<file path="src/rtl/rgb_pkg.sv">
// Shared types and helpers for the RGB pixel engine.
// Op codes, FSM encoding, gray weights and saturating arithmetic.
package rgb_pkg;

  typedef enum logic [2:0] {
    OP_PASS = 3'd0,
    OP_ADD  = 3'd1,
    OP_SUB  = 3'd2,
    OP_INV  = 3'd3,
    OP_THR  = 3'd4,
    OP_GRAY = 3'd5
  } op_e;

  typedef enum logic [2:0] {
    ST_IDLE,
    ST_FILL,
    ST_CALC,
    ST_DRAIN,
    ST_DONE
  } state_e;

  // Luma approximation as shift pairs: R*0.28, G*0.56, B*0.09
  localparam int GR_A = 2;
  localparam int GR_B = 5;
  localparam int GG_A = 1;
  localparam int GG_B = 4;
  localparam int GB_A = 4;
  localparam int GB_B = 5;

  function automatic logic [31:0] sat_u(
    input logic [33:0] x,
    input int unsigned dw
  );
    logic [33:0] maxv;
    maxv = (34'd1 << dw) - 34'd1;
    return (x > maxv) ? maxv[31:0] : x[31:0];
  endfunction

  function automatic logic [31:0] sub_floor(
    input logic [31:0] x,
    input logic [31:0] v
  );
    return (x >= v) ? x - v : 32'd0;
  endfunction

endpackage

</file>
<file path="src/rtl/rgb_pixel_engine_if.sv">
// Sample stream in, result stream out.
// slave = engine side, master = source/sink side.
interface rgb_pixel_engine_if #(
  parameter int DW = 8
);
  logic          in_valid;
  logic [DW-1:0] in_data;
  logic          pause;
  logic          out_valid;
  logic [DW-1:0] out_data;
  logic          out_ready;

  modport master (
    output in_valid, in_data, out_ready,
    input  pause, out_valid, out_data
  );

  modport slave (
    input  in_valid, in_data, out_ready,
    output pause, out_valid, out_data
  );
endinterface

</file>
<file path="src/rtl/pix_fifo.sv">
// Result FIFO: up to WN entries written per cycle, one read.
// Synchronous flush drops all contents.
module pix_fifo #(
  parameter int DW    = 8,
  parameter int DEPTH = 6,
  parameter int WN    = 3
) (
  input  logic                         clk,
  input  logic                         rst_n,
  input  logic                         flush,
  input  logic                         wr_en,
  input  logic                         wr_one,
  input  logic [WN-1:0][DW-1:0]        wr_data,
  input  logic                         rd_en,
  output logic [DW-1:0]                rd_data,
  output logic                         empty,
  output logic [$clog2(DEPTH+1)-1:0]   count
);
  localparam int AW = (DEPTH > 1) ? $clog2(DEPTH) : 1;
  localparam int CW = $clog2(DEPTH + 1);

  logic [DW-1:0] mem [DEPTH];
  logic [AW-1:0] rd_ptr;
  logic [AW-1:0] wr_ptr;
  int            n_wr;
  int            n_rd;

  function automatic logic [AW-1:0] wrap(input int p);
    return (p >= DEPTH) ? AW'(p - DEPTH) : AW'(p);
  endfunction

  assign empty   = (count == '0);
  assign rd_data = mem[rd_ptr];
  assign n_wr    = !wr_en ? 0 : (wr_one ? 1 : WN);
  assign n_rd    = (rd_en && !empty) ? 1 : 0;

  always_ff @(posedge clk or negedge rst_n) begin
    if (!rst_n) begin
      rd_ptr <= '0;
      wr_ptr <= '0;
      count  <= '0;
      for (int i = 0; i < DEPTH; i++) mem[i] <= '0;
    end else if (flush) begin
      rd_ptr <= '0;
      wr_ptr <= '0;
      count  <= '0;
    end else begin
      for (int i = 0; i < WN; i++)
        if (i < n_wr) mem[wrap(int'(wr_ptr) + i)] <= wr_data[i];
      wr_ptr <= wrap(int'(wr_ptr) + n_wr);
      rd_ptr <= wrap(int'(rd_ptr) + n_rd);
      count  <= CW'(int'(count) + n_wr - n_rd);
    end
  end

endmodule

</file>
<file path="src/rtl/rgb_pixel_engine.sv">
// Per-pixel colour operator: gathers NCH samples, applies the
// latched op, queues results and pulses done at end of frame.
module rgb_pixel_engine
  import rgb_pkg::*;
#(
  parameter int DW         = 8,
  parameter int NCH        = 3,
  parameter int IMG_W      = 450,
  parameter int IMG_H      = 450,
  parameter int FIFO_DEPTH = 6
) (
  input  logic                clk,
  input  logic                rst_n,
  input  logic                en,
  input  logic [2:0]          op_sel,
  input  logic [DW-1:0]       op_value,
  rgb_pixel_engine_if.slave   px,
  output logic                busy,
  output logic                done
);
  localparam int NPIX = IMG_W * IMG_H;
  localparam int PW   = $clog2(NPIX + 1);
  localparam int CHW  = (NCH > 1) ? $clog2(NCH) : 1;
  localparam int FCW  = $clog2(FIFO_DEPTH + 1);
  localparam logic [DW-1:0] MAXV = '1;

  state_e                  state;
  logic                    en_q;
  logic [2:0]              op_q;
  logic [DW-1:0]           val_q;
  logic [CHW-1:0]          ch_cnt;
  logic [PW-1:0]           pix_cnt;
  logic [DW-1:0]           ch_reg [NCH];
  logic [NCH-1:0][DW-1:0]  res;
  logic [DW+1:0]           gray_sum;
  logic [DW-1:0]           gray_res;
  logic [DW-1:0]           fifo_rd;
  logic [FCW-1:0]          fifo_cnt;
  logic                    fifo_empty;
  logic                    gray_mode;
  logic                    take;
  logic                    abort;
  logic                    push;
  int                      rpp;

  function automatic logic [DW+1:0] ext(input logic [DW-1:0] x);
    return {2'b00, x};
  endfunction

  assign gray_mode = (NCH == 3) && (op_q == OP_GRAY);
  assign rpp       = gray_mode ? 1 : NCH;
  assign abort     = !en && (state inside {ST_FILL, ST_CALC, ST_DRAIN});
  assign push      = (state == ST_CALC) && en;
  assign take      = (state == ST_FILL) && px.in_valid && !px.pause;

  // Free space is checked before the pixel completes, so CALC never overflows
  assign px.pause     = (state != ST_FILL) ||
                        (int'(fifo_cnt) + rpp > FIFO_DEPTH);
  assign px.out_valid = !fifo_empty;
  assign px.out_data  = fifo_empty ? '0 : fifo_rd;
  assign busy         = (state != ST_IDLE);
  assign done         = (state == ST_DONE);

  generate
    if (NCH == 3) begin : g_gray
      assign gray_sum = ext(ch_reg[0] >> GR_A) + ext(ch_reg[0] >> GR_B)
                      + ext(ch_reg[1] >> GG_A) + ext(ch_reg[1] >> GG_B)
                      + ext(ch_reg[2] >> GB_A) + ext(ch_reg[2] >> GB_B);
    end else begin : g_nogray
      assign gray_sum = '0;
    end
  endgenerate

  assign gray_res = DW'(sat_u(34'(gray_sum), DW));

  always_comb begin
    res = '0;
    for (int i = 0; i < NCH; i++) begin
      res[i] = ch_reg[i];
      unique case (1'b1)
        op_q == OP_ADD:
          res[i] = DW'(sat_u(34'(ch_reg[i]) + 34'(val_q), DW));
        op_q == OP_SUB:
          res[i] = DW'(sub_floor(32'(ch_reg[i]), 32'(val_q)));
        op_q == OP_INV:
          res[i] = MAXV - ch_reg[i];
        op_q == OP_THR:
          res[i] = (ch_reg[i] >= val_q) ? MAXV : '0;
        gray_mode:
          res[i] = (i == 0) ? gray_res : ch_reg[i];
        default: ;
      endcase
    end
  end

  always_ff @(posedge clk or negedge rst_n) begin
    if (!rst_n) begin
      state   <= ST_IDLE;
      en_q    <= 1'b0;
      op_q    <= '0;
      val_q   <= '0;
      ch_cnt  <= '0;
      pix_cnt <= '0;
      for (int i = 0; i < NCH; i++) ch_reg[i] <= '0;
    end else begin
      en_q <= en;
      if (abort) begin
        state   <= ST_IDLE;
        ch_cnt  <= '0;
        pix_cnt <= '0;
      end else begin
        unique case (state)
          ST_IDLE: begin
            if (en && !en_q) begin
              state   <= ST_FILL;
              op_q    <= op_sel;
              val_q   <= op_value;
              ch_cnt  <= '0;
              pix_cnt <= '0;
            end
          end
          ST_FILL: begin
            if (take) begin
              ch_reg[ch_cnt] <= px.in_data;
              if (ch_cnt == CHW'(NCH - 1)) begin
                ch_cnt <= '0;
                state  <= ST_CALC;
              end else begin
                ch_cnt <= ch_cnt + 1'b1;
              end
            end
          end
          ST_CALC: begin
            pix_cnt <= pix_cnt + 1'b1;
            state   <= (pix_cnt == PW'(NPIX - 1)) ? ST_DRAIN : ST_FILL;
          end
          ST_DRAIN: begin
            if (fifo_empty) state <= ST_DONE;
          end
          ST_DONE: begin
            state   <= ST_IDLE;
            pix_cnt <= '0;
          end
          default: state <= ST_IDLE;
        endcase
      end
    end
  end

  pix_fifo #(
    .DW    (DW),
    .DEPTH (FIFO_DEPTH),
    .WN    (NCH)
  ) u_fifo (
    .clk     (clk),
    .rst_n   (rst_n),
    .flush   (abort),
    .wr_en   (push),
    .wr_one  (gray_mode),
    .wr_data (res),
    .rd_en   (px.out_ready),
    .rd_data (fifo_rd),
    .empty   (fifo_empty),
    .count   (fifo_cnt)
  );

endmodule
</file>
<file path="src/flat_wrapper.sv">
// flat-port wrapper written by rule: the top's interface ports become plain ports
module rgb_pixel_engine_flat import rgb_pkg::*;
#(
  parameter int DW         = 8,
  parameter int NCH        = 3,
  parameter int IMG_W      = 450,
  parameter int IMG_H      = 450,
  parameter int FIFO_DEPTH = 6
)
  (clk, rst_n, en, op_sel, op_value, busy, done, px_in_valid, px_in_data, px_out_ready, px_pause, px_out_valid, px_out_data);
  rgb_pixel_engine_if #(.DW(DW)) px_i ();
  input  logic clk;
  input  logic rst_n;
  input  logic en;
  input  logic [2:0] op_sel;
  input  logic [DW-1:0] op_value;
  output logic busy;
  output logic done;
  input wire logic [$bits(px_i.in_valid)-1:0] px_in_valid;
  input wire logic [$bits(px_i.in_data)-1:0] px_in_data;
  input wire logic [$bits(px_i.out_ready)-1:0] px_out_ready;
  output wire logic [$bits(px_i.pause)-1:0] px_pause;
  output wire logic [$bits(px_i.out_valid)-1:0] px_out_valid;
  output wire logic [$bits(px_i.out_data)-1:0] px_out_data;
  assign px_i.in_valid = px_in_valid;
  assign px_i.in_data = px_in_data;
  assign px_i.out_ready = px_out_ready;
  assign px_pause = px_i.pause;
  assign px_out_valid = px_i.out_valid;
  assign px_out_data = px_i.out_data;
  rgb_pixel_engine #(.DW(DW), .NCH(NCH), .IMG_W(IMG_W), .IMG_H(IMG_H), .FIFO_DEPTH(FIFO_DEPTH)) u_core (.clk(clk), .rst_n(rst_n), .en(en), .op_sel(op_sel), .op_value(op_value), .px(px_i), .busy(busy), .done(done));
endmodule
</file>
<file path="config.mk">
export PLATFORM = sky130hd
export DESIGN_NAME = rgb_pixel_engine_flat
export DESIGN_NICKNAME = d
export VERILOG_FILES = /design/src/rtl/rgb_pkg.sv /design/src/rtl/rgb_pixel_engine_if.sv /design/src/rtl/pix_fifo.sv /design/src/rtl/rgb_pixel_engine.sv /design/src/flat_wrapper.sv
export SDC_FILE = /design/constraint.sdc
export NUM_CORES = 1
export LEC_CHECK = 0
export ABC_AREA = 1
export CELL_PAD_IN_SITES_DETAIL_PLACEMENT = 2
export CELL_PAD_IN_SITES_GLOBAL_PLACEMENT = 2
export CORE_UTILIZATION = 36
export CTS_CLUSTER_DIAMETER = 30
export CTS_CLUSTER_SIZE = 30
export DETAILED_ROUTE_END_ITERATION = 10
export GPL_ROUTABILITY_DRIVEN = 0
export PLACE_DENSITY = 0.93
export RECOVER_POWER = 50
export SLEW_MARGIN = 25
export SYNTH_ARGS = -nofsm -noshare
export SYNTH_HDL_FRONTEND = slang
export SYNTH_SLANG_ARGS = --single-unit
</file>
<file path="constraint.sdc">
create_clock -name clk -period 6 [get_ports clk]
set_input_delay 1.5 -clock clk [delete_from_list [all_inputs] [get_ports clk]]
set_output_delay 1.5 -clock clk [all_outputs]
set_load 0.02 [all_outputs]
</file>
==> reports/qor.yml <==
grt_use_met2_pct: 61.33
synth_cell_types: 55
critPathLaunchType: "flop"
cts_buffers: 17
clk_latency_ns: 0.46
grt-busiest-layer: "met2"
r2r-end: "u_core.u_fifo.mem[22]"
synth-seq-area-share_pct: 25.72
ff2ff_setup_slack_ns: 0.50
yosysTopAreaCellShare_pct: 25.72
synth.avg_cell_area_um2: 6.635
synth_fp_nets: 1835
final.period_utilization_pct: 91.66
finalMaxSlewViolations: 70
hold_depth: 1
antenna_cells: 0
met3_usage_pct: 6.573
synth-simple-area-share_pct: 31.72
syn_inst: 1701
clk_path_buf_depth: 2
fmax_mhz: 181.8
routed-via-count: 12830
final.setup.worst_slack_ns: 0.5001
whs_endpoint: "u_core.pix_cnt[1]"
ctsHoldBuffers: 0
nFillCells: 3649
p_leak_nw: 6.301
wire_per_inst_um: 26.17
netlist_top_cells_area: "dfrtp_1 (26%), nand2_1 (13%), ha_1 (9.9%), a21oi_1 (7.9%), inv_1 (7.8%)"
required_ns: 6.33
synth_compound_gate_area_share_pct: 15.99
antenna_found_initial: 0
final_cell_mix: "nand2_1 (397), inv_1 (236), a21oi_1 (179)"
initial_core_util_pct: 36.70
synth_mux_area_share_pct: 0.09978
cts_resized: 0
drc: 2
final_nets: 1850
vias_per_cell: 6.039
worstMarginPinSlew_ns: 4.359
fin_crit_ns: 5.500
fin_setup_tns_ns: 0
grt_pass1_wl_mm: 85.95
path_max_fanout: 6
grt.total_usage_pct: 35.76
die_area_mm2: 0.03206
synth-seq-cells: 116
post-cts-setup-buffer-count: 0
hold_violations: 0
wl_mm: 55.61
worstHoldPathType: "reg2reg"
syn_area_mm2: 0.01129
drive_above_1_share_pct: 5.784
crit_arrival_ns: 5.83
final_common_cell: "nand2_1"
dp_hpwl_mm: 38.85
port_buffers: 35
cp_top_family: "adder cells"
ios: 36
r2r_cells: 19
final_util_pct: 40.72
status: "finished, violations left"
cp_slowest_stage_delay_ns: 0.57
ys_warn_count: 0
rows: 64
place_ws_ns: 0.9536
clkTransAtPathRegs_ns: 0.06
area_delta_synth_final_pct: 10.95
critPathMostFrequentCell: "fa_1"
crit_buf_inv: 3
finClkSkew_ns: 0.01380
maxSlewHeadroom_pct: -190.6
power_density_mw_per_mm2: 600.0
cts.sinks: 116
fin_cells: 2125
min-delay-start: "u_core.pix_cnt[1]"
violations: "design-rule violations, max-capacitance violations, max-slew violations"
path_cells: "ha_1 -> fa_1 -> fa_1 -> inv_1 -> fa_1 -> fa_1 -> inv_1 -> ha_1 -> inv_1 -> fa_1 -> o21ai_0 -> a21oi_1 -> nand3_1 -> o21ai_0 -> nand3_1 -> nand3_1 -> nand2_1 -> nand2_1 -> a21oi_1"
use_met1_pct: 41.46
cts_tree: "done"
drt_iter0_drc: 855
synth_area_leader_cell: "dfrtp_1"
fp.dieH_um: 179.1
core_mm2: 0.03075
ant_nets: 0
cap_violations: 1
slowest_stage: "fa_1"
peakVddDrop_mv: 0.2673
die_x_um: 179.1
critical_path_class: "reg2reg"
grt_start_max_net_pins: 70
setup_viol: 0
finalPower_mw: 7.513
placed_cells: 2093
synthAdderAreaFrac_pct: 13.59
synth_top_family_by_area: "simple AND/OR/NAND/NOR gates"
dr.pass1.iters: 10
largest_reg_flops: 48
cts_max_level: 4
r2r_start: "u_core.ch_reg[21]"
grt_pass1_vias: 14460
rsz0062_at_grt: "false"
end_kind: "flop"
synthXorXnorAreaFrac_pct: 2.317
cts_root_buffer: "clkbuf_16"
grt_overflow: 0
[metal layers]
metal | share of wire, % | wire length [um] | vias to the layer above
li1 | - | - | 5557
met1 | 40 | 22070 | 6538
met2 | 49 | 27310 | 518
met3 | 5.4 | 3008 | 219
met4 | 5.8 | 3221 | 0
met5 | 0 | 0 | -
[metrics by stage]
stage	instance area, um^2	hold WS, ns
global placement	11960	0.4891
global route	12520	0.5462
finish	12520	0.5285
detailed placement	11960	0.5163
CTS	12550	0.5311
floorplan	11290	0.4712
[layout make-up]
class                      instances  area, um^2  share of cell area, %
timing repair buffer              41       385.4                  3.078
sequential                       116        2903                  23.18
multi-input combinational       1281        7178                  57.32
tap                              396       495.5                  3.957
clock inverter                    11       127.6                  1.019
inverter                         259       972.2                  7.764
clock buffer                      21       460.4                  3.677
[report_power, final]
group          internal, mW  switching, mW  leakage, nW
Sequential             1.04          0.432         1.48
Clock                 0.635          0.463        0.280
Combinational          1.43           3.52         4.55
[cell usage after synthesis (all sizes together)]
library cell / instances
a211oi: 4
a21boi: 5
a21oi: 180
a221oi: 1
a22oi: 2
a2bb2oi: 1
a31oi: 3
a32o: 1
and2: 1
buf: 24
clkbuf: 21
clkinv: 1
dfrtp: 116
fa: 21
ha: 89
inv: 258
mux2: 1
nand2: 400
nand3: 143
nand3b: 3
nand4: 35
nor2: 200
nor3: 21
nor4: 2
o2111ai: 5
o211a: 1
o211ai: 8
o21a: 4
o21ai: 106
o21bai: 4
o22ai: 1
o31ai: 1
o32ai: 3
o41ai: 1
or2: 5
xnor2: 10
xor2: 19
[how the worst max path moves through the flow]
stage	start	to	slack (ns)	cells after the start
after detailed placement	u_core.ch_reg[18]	u_core.u_fifo.mem[28]	0.95	19
after global placement	u_core.ch_reg[18]	u_core.u_fifo.mem[2]	1.33	19
after floorplan	u_core.ch_reg[18]	u_core.u_fifo.mem[36]	1.67	19
after CTS	u_core.ch_reg[21]	u_core.u_fifo.mem[22]	0.62	19
after global routing	rst_n	u_core.ch_reg[10]	0.38	2
final	u_core.ch_reg[21]	u_core.u_fifo.mem[22]	0.50	19
[cells by family (layout without fill, tap and decap cells)]
group                      Yosys count  count (layout)
AOI/OAI and AO/OA                  331             331
xor gates and xnor gates            29              29
DFF                                116             116
adders and majority gates          110             110
and+or+nand+nor                    810             810
buffers and inverters              304             332
muxes                                1               1
[worst register-to-register path: stages (launching register included)]
cell     delay (ns)
dfrtp_1        0.47
ha_1           0.26
fa_1           0.46
fa_1           0.49
inv_1          0.06
fa_1           0.57
fa_1           0.45
inv_1          0.07
ha_1           0.17
inv_1          0.07
fa_1           0.43
o21ai_0        0.40
a21oi_1        0.19
nand3_1        0.27
o21ai_0        0.12
nand3_1        0.23
nand3_1        0.15
nand2_1        0.10
nand2_1        0.10
a21oi_1        0.32
Power figures use the tool's default switching activity.
